<file path="src/rtl/product_accumulator.sv">
// product_accumulator: HI/LO 64-bit accumulator fed by signed products through a
// one-entry valid/ready buffer, with direct 32-bit HI/LO writes and sticky overflow.
module product_accumulator #(
  parameter bit SATURATE = 1'b0
) (
  input  logic        clk,
  input  logic        rst,
  input  logic        prod_valid,
  output logic        prod_ready,
  input  logic [63:0] prod_data,
  input  logic [1:0]  prod_op,
  input  logic        wr_en,
  input  logic        wr_sel,
  input  logic [31:0] wr_data,
  input  logic        clr_ovf,
  output logic [31:0] hi,
  output logic [31:0] lo,
  output logic        acc_done,
  output logic        ovf
);

  localparam int unsigned ACC_W  = 64;
  localparam int unsigned HALF_W = 32;
  localparam int unsigned OP_W   = 2;

  typedef enum logic [OP_W-1:0] {
    OP_LOAD = 2'b00,
    OP_ADD  = 2'b01,
    OP_SUB  = 2'b10,
    OP_RSVD = 2'b11
  } op_e;

  typedef struct packed {
    logic [ACC_W-1:0] data;
    op_e              op;
  } prod_t;

  localparam logic [ACC_W-1:0] ACC_MAX = {1'b0, {(ACC_W-1){1'b1}}};
  localparam logic [ACC_W-1:0] ACC_MIN = {1'b1, {(ACC_W-1){1'b0}}};

  logic [ACC_W-1:0] acc_q, acc_d;
  prod_t            buf_q, buf_d;
  logic             buf_valid_q, buf_valid_d;
  logic             acc_done_q, acc_done_d;
  logic             ovf_q, ovf_d;

  logic [ACC_W-1:0] sum_c, diff_c, sat_c;
  logic             add_ovf_c, sub_ovf_c, ovf_set_c;

  // Buffer can take a product unless it is full and stalled behind a direct write.
  assign prod_ready = ~buf_valid_q | ~wr_en;

  // Next-state: direct write wins, otherwise drain the buffer into the accumulator.
  always_comb begin
    acc_d       = acc_q;
    buf_d       = buf_q;
    buf_valid_d = buf_valid_q;
    acc_done_d  = 1'b0;
    ovf_set_c   = 1'b0;

    sum_c     = acc_q + buf_q.data;
    diff_c    = acc_q - buf_q.data;
    add_ovf_c = (acc_q[ACC_W-1] == buf_q.data[ACC_W-1]) && (sum_c[ACC_W-1]  != acc_q[ACC_W-1]);
    sub_ovf_c = (acc_q[ACC_W-1] != buf_q.data[ACC_W-1]) && (diff_c[ACC_W-1] != acc_q[ACC_W-1]);
    sat_c     = acc_q[ACC_W-1] ? ACC_MIN : ACC_MAX;

    if (wr_en) begin
      if (wr_sel) acc_d[ACC_W-1:HALF_W] = wr_data;
      else        acc_d[HALF_W-1:0]     = wr_data;
    end else if (buf_valid_q) begin
      buf_valid_d = 1'b0;
      acc_done_d  = 1'b1;
      case (buf_q.op)
        OP_LOAD: acc_d = buf_q.data;
        OP_ADD: begin
          ovf_set_c = add_ovf_c;
          acc_d     = (add_ovf_c && SATURATE) ? sat_c : sum_c;
        end
        OP_SUB: begin
          ovf_set_c = sub_ovf_c;
          acc_d     = (sub_ovf_c && SATURATE) ? sat_c : diff_c;
        end
        default: acc_d = acc_q;
      endcase
    end

    if (prod_valid && prod_ready) begin
      buf_d.data  = prod_data;
      buf_d.op    = op_e'(prod_op);
      buf_valid_d = 1'b1;
    end

    // A new overflow outranks a same-cycle clear.
    ovf_d = (ovf_q & ~clr_ovf) | ovf_set_c;
  end

  // State registers with synchronous reset.
  always_ff @(posedge clk) begin
    if (rst) begin
      acc_q       <= '0;
      buf_q       <= '0;
      buf_valid_q <= 1'b0;
      acc_done_q  <= 1'b0;
      ovf_q       <= 1'b0;
    end else begin
      acc_q       <= acc_d;
      buf_q       <= buf_d;
      buf_valid_q <= buf_valid_d;
      acc_done_q  <= acc_done_d;
      ovf_q       <= ovf_d;
    end
  end

  assign hi       = acc_q[ACC_W-1:HALF_W];
  assign lo       = acc_q[HALF_W-1:0];
  assign acc_done = acc_done_q;
  assign ovf      = ovf_q;

endmodule

</file>
<file path="config.mk">
export PLATFORM = sky130hd
export DESIGN_NAME = product_accumulator
export DESIGN_NICKNAME = d
export VERILOG_FILES = /design/src/rtl/product_accumulator.sv
export SDC_FILE = /design/constraint.sdc
export NUM_CORES = 1
export LEC_CHECK = 0
export ABC_AREA = 1
export BUFFER_PORTS_ARGS = -buffer_cell sky130_fd_sc_hd__clkbuf_2
export CAP_MARGIN = 25
export CORE_ASPECT_RATIO = 0.7
export CORE_MARGIN = 2
export CORE_UTILIZATION = 40
export CTS_CLUSTER_DIAMETER = 50
export CTS_CLUSTER_SIZE = 30
export DETAILED_ROUTE_END_ITERATION = 16
export HOLD_SLACK_MARGIN = 0.1
export PLACE_DENSITY_LB_ADDON = 0.2
export SLEW_MARGIN = 10
export SYNTH_ARGS = -nofsm -noshare
export SYNTH_HDL_FRONTEND = slang
export SYNTH_SLANG_ARGS = --single-unit
</file>
<file path="constraint.sdc">
create_clock -name clk -period 4 [get_ports clk]
set_input_delay 0.4 -clock clk [delete_from_list [all_inputs] [get_ports clk]]
set_output_delay 0.4 -clock clk [all_outputs]
set_load 0.02 [all_outputs]
</file>
==> impl_metrics.env, run 1 <==
export IMPL_outcome="completed"
export IMPL_drc=0
export IMPL_area_growth_pct=10.2
export IMPL_preCtsSetupSlack_ps=803
export IMPL_yosys_warnings=0
export IMPL_synth_flop_cell="dfxtp_1"
export IMPL_end_kind="flop"
export IMPL_arrival_ps=3840
export IMPL_setup_tns_ps=0
export IMPL_seq_area_frac_synth=0.147
export IMPL_fmax_mhz=286
export IMPL_synth_seq_cells=133
export IMPL_final_util=0.445
export IMPL_synth_edff_count=0
export IMPL_drv_cap=0
export IMPL_die_area_sq_um=47200
export IMPL_rsz0062_at_grt="no"
export IMPL_layout_drive_gt1_share=0.0813
export IMPL_drt_iter0_drc=3180
export IMPL_p_per_area_nw_per_um2=370
export IMPL_finalHoldViolations=0
export IMPL_layout_nets=3852
export IMPL_via_per_inst=5.37
export IMPL_peakVddDrop_mv=0.425
export IMPL_tightest_slew_ps=986
export IMPL_critPathMaxFanout=10
export IMPL_synthCells=3527
export IMPL_reg2reg_slack_ps=500
export IMPL_synth_nets=3762
export IMPL_cts_clk_slew_worst_paths_ps=60
export IMPL_ys_async_sr_fraction=0
export IMPL_setup_viol=0
export IMPL_vias=22700
export IMPL_finalCritPeriodShare=0.874
export IMPL_cts_tree="built"
export IMPL_core_sq_um=45000
export IMPL_start_util=0.404
export IMPL_finalCriticalPeriod_ps=3500
export IMPL_wl_per_cell_microns=22.2
export IMPL_clock_path_buffers=2
export IMPL_path_class="reg -> reg"
export IMPL_die_height_microns=182
export IMPL_cts_root_buffer="clkbuf_16"
export IMPL_ios=171
export IMPL_insertion_delay_ps=460
export IMPL_grt_pass1_wl_mm=134
export IMPL_cts_sinks=133
export IMPL_hp_class="in -> reg"
export IMPL_maxSlewViolCount=0
export IMPL_dr_pass1_iters=6
export IMPL_wirelength_mm=94.2
export IMPL_antenna_found_initial=2
export IMPL_worst_slack_ps=503
export IMPL_synth_area_sq_um=18200
export IMPL_dieWidth_microns=259
export IMPL_crit_required_ps=4350
export IMPL_p_leak_nw=11.6
export IMPL_postRouteAntennaNets=0
export IMPL_rows=65
export IMPL_grt_pass1_vias=19900
export IMPL_post_cts_buffers=0
export IMPL_cts_hold_buf=0
export IMPL_synth_area_per_cell_sq_um=5.15
export IMPL_cts_resized=0
export IMPL_yosysUniqueCellTypes=37
export IMPL_cts_htree_levels=4
export IMPL_cp_start_kind="flop"
export IMPL_cts_made_buffers=17
export IMPL_grt_start_max_net_pins=90
export IMPL_fin_skew_ps=16.7
export IMPL_track_usage=0.392
export IMPL_gp_congestion=1.09
export IMPL_hpwl_mm=78.4
export IMPL_grt_ovfl_total=0
export IMPL_max_slew_margin=0.343
export IMPL_io_buffers=170
==> state kept, by name, indices dropped and copies added (netlist names) <==
| signal | flops |
|---|---|
| buf_q | 66 |
| acc_q | 64 |
| ovf | 1 |
| buf_valid_q | 1 |
| acc_done | 1 |
==> critical path, stage by stage (launching register included) <==
cell	delay, ps
dfxtp_1	350
inv_1	80
ha_1	510
nand2_1	180
nor2_2	360
and3_1	330
nand2_1	160
nand2_1	210
nand2_1	80
nand2_1	190
nand2_1	100
nand2_1	80
nand2_1	40
nand3_1	80
nand3_1	390
nand2_1	170
a21oi_1	70
==> report_power, final <==
group	total [mW]	internal [mW]	switching, mW
clock network	1.64	0.882	0.753
logic	4.19	1.08	3.11
registers	1.59	1.45	0.140
==> final cells by class <==
cell class              instances  area (sq um)
well taps                     603           754
inverters                     745          2800
flip-flops and latches        133          2660
multi-input cells            2515         12100
repair buffers                205          1190
diodes                          3          7.51
clock inverters                12           120
fillers                      5102         24900
clock buffers                  20           447
==> path summary, 6_finish.rpt <==
check	startpoint	to	cells past startpoint
max reg2reg	buf_q[12]	acc_q[53]	16
max	buf_q[12]	acc_q[53]	16
min reg2reg	buf_q[9]	buf_q[9]	2
min	prod_data[63]	buf_q[65]	3
==> layout by cell type, fill, tap and decap left out, types with 10 or more instances in the layout <==
master,netlist,layout
ha_1,129,126
clkbuf_16,0,17
nor2_2,17,17
nand4_1,12,12
nor3_1,23,22
nand3_1,248,248
inv_2,9,10
inv_1,736,734
dfxtp_1,133,133
o211ai_1,23,23
o21ai_0,197,197
clkbuf_2,3,169
buf_4,9,31
a21oi_1,353,353
nor2_1,262,262
nand2_1,1191,1190
==> stage by stage <==
step	hold slack, ps	instances	cell area, sq um	power [mW]
floorplan	462	3527	18200	4.08
finish	195	4236	20000	7.42
global placement	488	4200	19400	5.57
CTS	172	4233	20000	7.17
global route	206	4233	20000	7.74
detailed placement	488	4201	19500	5.55
==> cell families (layout without fill, tap and decap cells) <==
| family | after synthesis | count (layout) | share of synthesized area |
|---|---|---|---|
| AO/OA/AOI/OAI | 595 | 595 | 0.170 |
| XOR/XNOR | 5 | 5 | 0.00241 |
| adder cells (fa/ha/maj) | 131 | 131 | 0.0910 |
| buffers and inverters | 879 | 982 | 0.191 |
| flip-flops | 133 | 133 | 0.147 |
| other | 0 | 3 | 0 |
| AND/OR/NAND/NOR | 1784 | 1784 | 0.399 |
==> synthesized netlist by cell type (3+ instances only) <==
master	number	area share
nor3_2	5	0.0028
o21ai_1	3	0.00083
nand4_1	12	0.0041
nand2_2	6	0.0021
o21ai_0	197	0.054
buf_4	9	0.0037
buf_2	38	0.010
nand3_1	248	0.068
nand3_2	9	0.0050
inv_1	736	0.15
nor2_1	262	0.054
xor2_1	5	0.0024
nand2_1	1191	0.25
ha_1	129	0.089
o211ai_1	23	0.0095
nand3b_1	4	0.0017
o31ai_1	3	0.0012
clkbuf_1	71	0.015
a21oi_2	4	0.0019
buf_6	12	0.0074
o21bai_1	9	0.0037
inv_2	9	0.0019
nor3_1	23	0.0063
a21oi_1	353	0.097
clkbuf_2	3	0.00083
dfxtp_1	133	0.15
nor2_2	17	0.0059
==> per-layer routing <==
metal	track usage	share of wire	vias up	wire length, microns
met5	0	0.00014	-	13
met4	0.0691	0.015	2	1430
met3	0.197	0.17	87	15900
met2	0.482	0.35	1372	32700
met1	0.592	0.47	10300	44200
li1	-	-	11000	-
(Power assumes the default switching activity.)
==> run 2, diff against run 1 <==
- ABC_AREA: 1 -> unset
- clock period: 4 -> 4.05 ns (I/O delays scaled with it)
==> run 2 against run 1 <==
Count of clock-buffer cells in the layout shrank 1. Via count shrank 25%. Non-clock buffer count up 73. Critical path type unchanged. Cell count shrank 36%. Synthesized cell count decreased by 42%. Wire length shrank 26%. Largest cell class unchanged. Worst setup slack got worse by 440 ps. Critical endpoint is now acc_q[62]. Final area down 16%. Synthesized area decreased by 21%.
==> impl_metrics.env, run 2 <==
export IMPL_fmax_mhz=251
export IMPL_p_per_area_nw_per_um2=358
export IMPL_cts_hold_buf=0
export IMPL_grt_start_max_net_pins=72
export IMPL_crit_buf_inv=1
export IMPL_core_sq_um=35700
export IMPL_rows=58
export IMPL_via_per_inst=6.34
export IMPL_path_class="reg -> reg"
export IMPL_synth_flop_cell="dfxtp_1"
export IMPL_top_regs="buf_q x66, acc_q x64"
export IMPL_final_common_cell="a21oi_1"
export IMPL_cts_tree="built"
export IMPL_postRouteAntennaNets=0
export IMPL_yosys_top_cells_count="294 x a21oi_1, 256 x nand2_1, 164 x nor2_1"
export IMPL_cts_sinks=133
export IMPL_cts_clk_slew_worst_paths_ps=80
export IMPL_track_usage=0.367
export IMPL_clock_path_buffers=2
export IMPL_wirelength_mm=69.9
export IMPL_area_growth_pct=16.2
export IMPL_insertion_delay_ps=470
export IMPL_p_leak_nw=7.18
export IMPL_finalCritPeriodShare=0.984
export IMPL_max_slew_margin=0.310
export IMPL_peakVddDrop_mv=0.298
export IMPL_vias=17200
export IMPL_seq_area_frac_synth=0.185
export IMPL_die_area_sq_um=37600
export IMPL_antenna_found_initial=3
export IMPL_maxSlewViolCount=0
export IMPL_tightest_slew_ps=1030
export IMPL_cp_depth=13
export IMPL_layout_common_cells="290 x a21oi_1, 255 x nand2_1, 168 x clkbuf_2"
export IMPL_power_internal_mw=3.29
export IMPL_cp_start_kind="flop"
export IMPL_hp_class="in -> reg"
export IMPL_power_frac_comb=0.479
export IMPL_outcome="completed"
export IMPL_yosysMostFrequentCell="a21oi_1"
export IMPL_start_util=0.404
export IMPL_post_cts_buffers=0
export IMPL_drt_iter0_drc=2149
export IMPL_critPathMaxFanout=8
export IMPL_reg2reg_slack_ps=70
export IMPL_io_buffers=170
export IMPL_max_stage_delay_ps=450
export IMPL_grt_ovfl_total=0
export IMPL_yosys_warnings=0
export IMPL_gp_congestion=1.01
export IMPL_layout_nets=2451
export IMPL_startpoint="buf_q[12]"
export IMPL_cts_resized=2
export IMPL_synth_area_sq_um=14400
export IMPL_cts_made_buffers=17
export IMPL_die_height_microns=163
export IMPL_yosysUniqueCellTypes=99
export IMPL_yosys_area_top_type="dfxtp_1"
export IMPL_regMostFlops="buf_q"
export IMPL_setup_tns_ps=0
export IMPL_yosys_top_cells_area="dfxtp_1 18%, ha_1 11%, a21oi_1 10%"
export IMPL_wl_per_cell_microns=25.8
export IMPL_r2r_end="acc_q[62]"
export IMPL_postLayoutCellArea_sq_um=16800
export IMPL_arrival_ps=4330
export IMPL_grt_pass1_wl_mm=103
export IMPL_end_kind="flop"
export IMPL_hpwl_mm=54.1
export IMPL_fin_skew_ps=21.1
export IMPL_synth_edff_count=0
export IMPL_synthCells=2059
export IMPL_finalCriticalPeriod_ps=3980
export IMPL_drc=0
export IMPL_placed_area_sq_um=16100
export IMPL_seq_power_share=0.254
export IMPL_synth_nets=2294
export IMPL_largest_reg_flops=66
export IMPL_crit_required_ps=4400
export IMPL_ys_async_sr_fraction=0
export IMPL_rr_startpoint="buf_q[12]"
export IMPL_dr_pass1_iters=6
export IMPL_r2r_cells=13
export IMPL_synth_seq_cells=133
export IMPL_ios=171
export IMPL_p_switching_mw=2.70
export IMPL_cp_cell_sequence="inv_1 -> ha_1 -> or3_1 -> or2_1 -> a211oi_2 -> nor2_1 -> o2111ai_1 -> nand4b_1 -> a21oi_1 -> o21ai_1 -> a2111oi_2 -> nor3_1 -> a211o_1"
export IMPL_final_util=0.469
export IMPL_drv_cap=0
export IMPL_cts_root_buffer="clkbuf_16"
export IMPL_setup_viol=0
export IMPL_grt_pass1_vias=15600
export IMPL_yosys_area_top_type_share=0.185
export IMPL_cts_htree_levels=4
export IMPL_dieWidth_microns=231
export IMPL_synth_area_per_cell_sq_um=7.00
export IMPL_clkPwrFrac=0.267
export IMPL_critPathSlowestCell="a2111oi_2"
export IMPL_crit_path_end="acc_q[62]"
export IMPL_switching_share=0.451
export IMPL_layout_drive_gt1_share=0.169
export IMPL_n_fill_cell=3732
export IMPL_finalHoldViolations=0
export IMPL_crit_family="compound AO/OA/AOI/OAI gates"
export IMPL_hold_depth=3
[run 2: changes by cell type after synthesis, moves of 31 or more]
cell and delta:
o21bai_1 +34, nand3_1 -207, nor3_1 +37, a21o_1 +35
o21ai_0 -125, nand2_1 -935, clkbuf_1 +31, a21oi_1 -59
nor2_1 -98, inv_1 -603, a211oi_1 +36, xnor2_1 +55
[run 2: how the worst min path moves through the flow]
| stage | slack [ps] | start | endpoint |
|---|---|---|---|
| floorplan | 450 | buf_q[10] | buf_q[10] |
| global placement | 460 | buf_q[33] | buf_q[33] |
| detailed placement | 470 | buf_q[14] | buf_q[14] |
| CTS | 140 | prod_data[47] | buf_q[49] |
| global route | 150 | prod_data[51] | buf_q[53] |
| finish | 160 | prod_data[14] | buf_q[16] |
[run 2: area by class of cell]
| type | instances | area (sq um) | area share |
|---|---|---|---|
| diodes | 1 | 2.50 | 0.000149 |
| clock buffers | 19 | 453 | 0.0270 |
| clock inverters | 12 | 106 | 0.00635 |
| inverters | 141 | 532 | 0.0317 |
| multi-input cells | 1645 | 10700 | 0.640 |
| flip-flops and latches | 133 | 2660 | 0.159 |
| well taps | 480 | 601 | 0.0358 |
| repair buffers | 278 | 1680 | 0.100 |
[run 2: cells by family (layout without fill, tap and decap cells)]
family,Yosys count,after routing,share of synthesized area
AO/OA/AOI/OAI,769,769,0.364
XOR/XNOR,57,57,0.0346
adder cells (fa/ha/maj),131,131,0.115
buffers and inverters,281,450,0.0773
flip-flops,133,133,0.185
multiplexers,11,11,0.00798
other,0,1,0
AND/OR/NAND/NOR,677,677,0.217
[run 2: worst min-delay path, cell delays in order]
cell and delay, ps:
clkbuf_2 80, nand2_1 50, a21oi_1 50
[run 2: metal layers]
metal | vias to the layer above | GRT usage | wire [microns]
met1 | 8245 | 0.562 | 32800
met5 | - | 0 | 0
li1 | 7830 | - | -
met2 | 996 | 0.476 | 25900
met3 | 92 | 0.113 | 9260
met4 | 0 | 0.102 | 1920
[run 2: power by group through the flow]
stage | sequential [mW] | combinational [mW] | clock (mW)
3_5_place_dp | 1.55 | 2.75 | 0
6_report | 1.52 | 2.87 | 1.60
4_1_cts | 1.52 | 2.77 | 1.62
5_1_grt | 1.54 | 3.06 | 1.67
2_1_floorplan | 1.58 | 1.72 | 0
3_3_place_gp | 1.54 | 2.76 | 0
[run 2: metrics by stage]
step | std cells | worst slack [ps] | power [mW] | hold slack, ps
3_3_place_gp | 2677 | 9.24 | 4.30 | 462
2_1_floorplan | 2059 | 726 | 3.30 | 453
5_1_grt | 2708 | -4.67 | 6.26 | 153
4_1_cts | 2708 | 67.0 | 5.91 | 141
6_report | 2709 | 65.5 | 5.99 | 160
3_5_place_dp | 2677 | 31.9 | 4.30 | 467
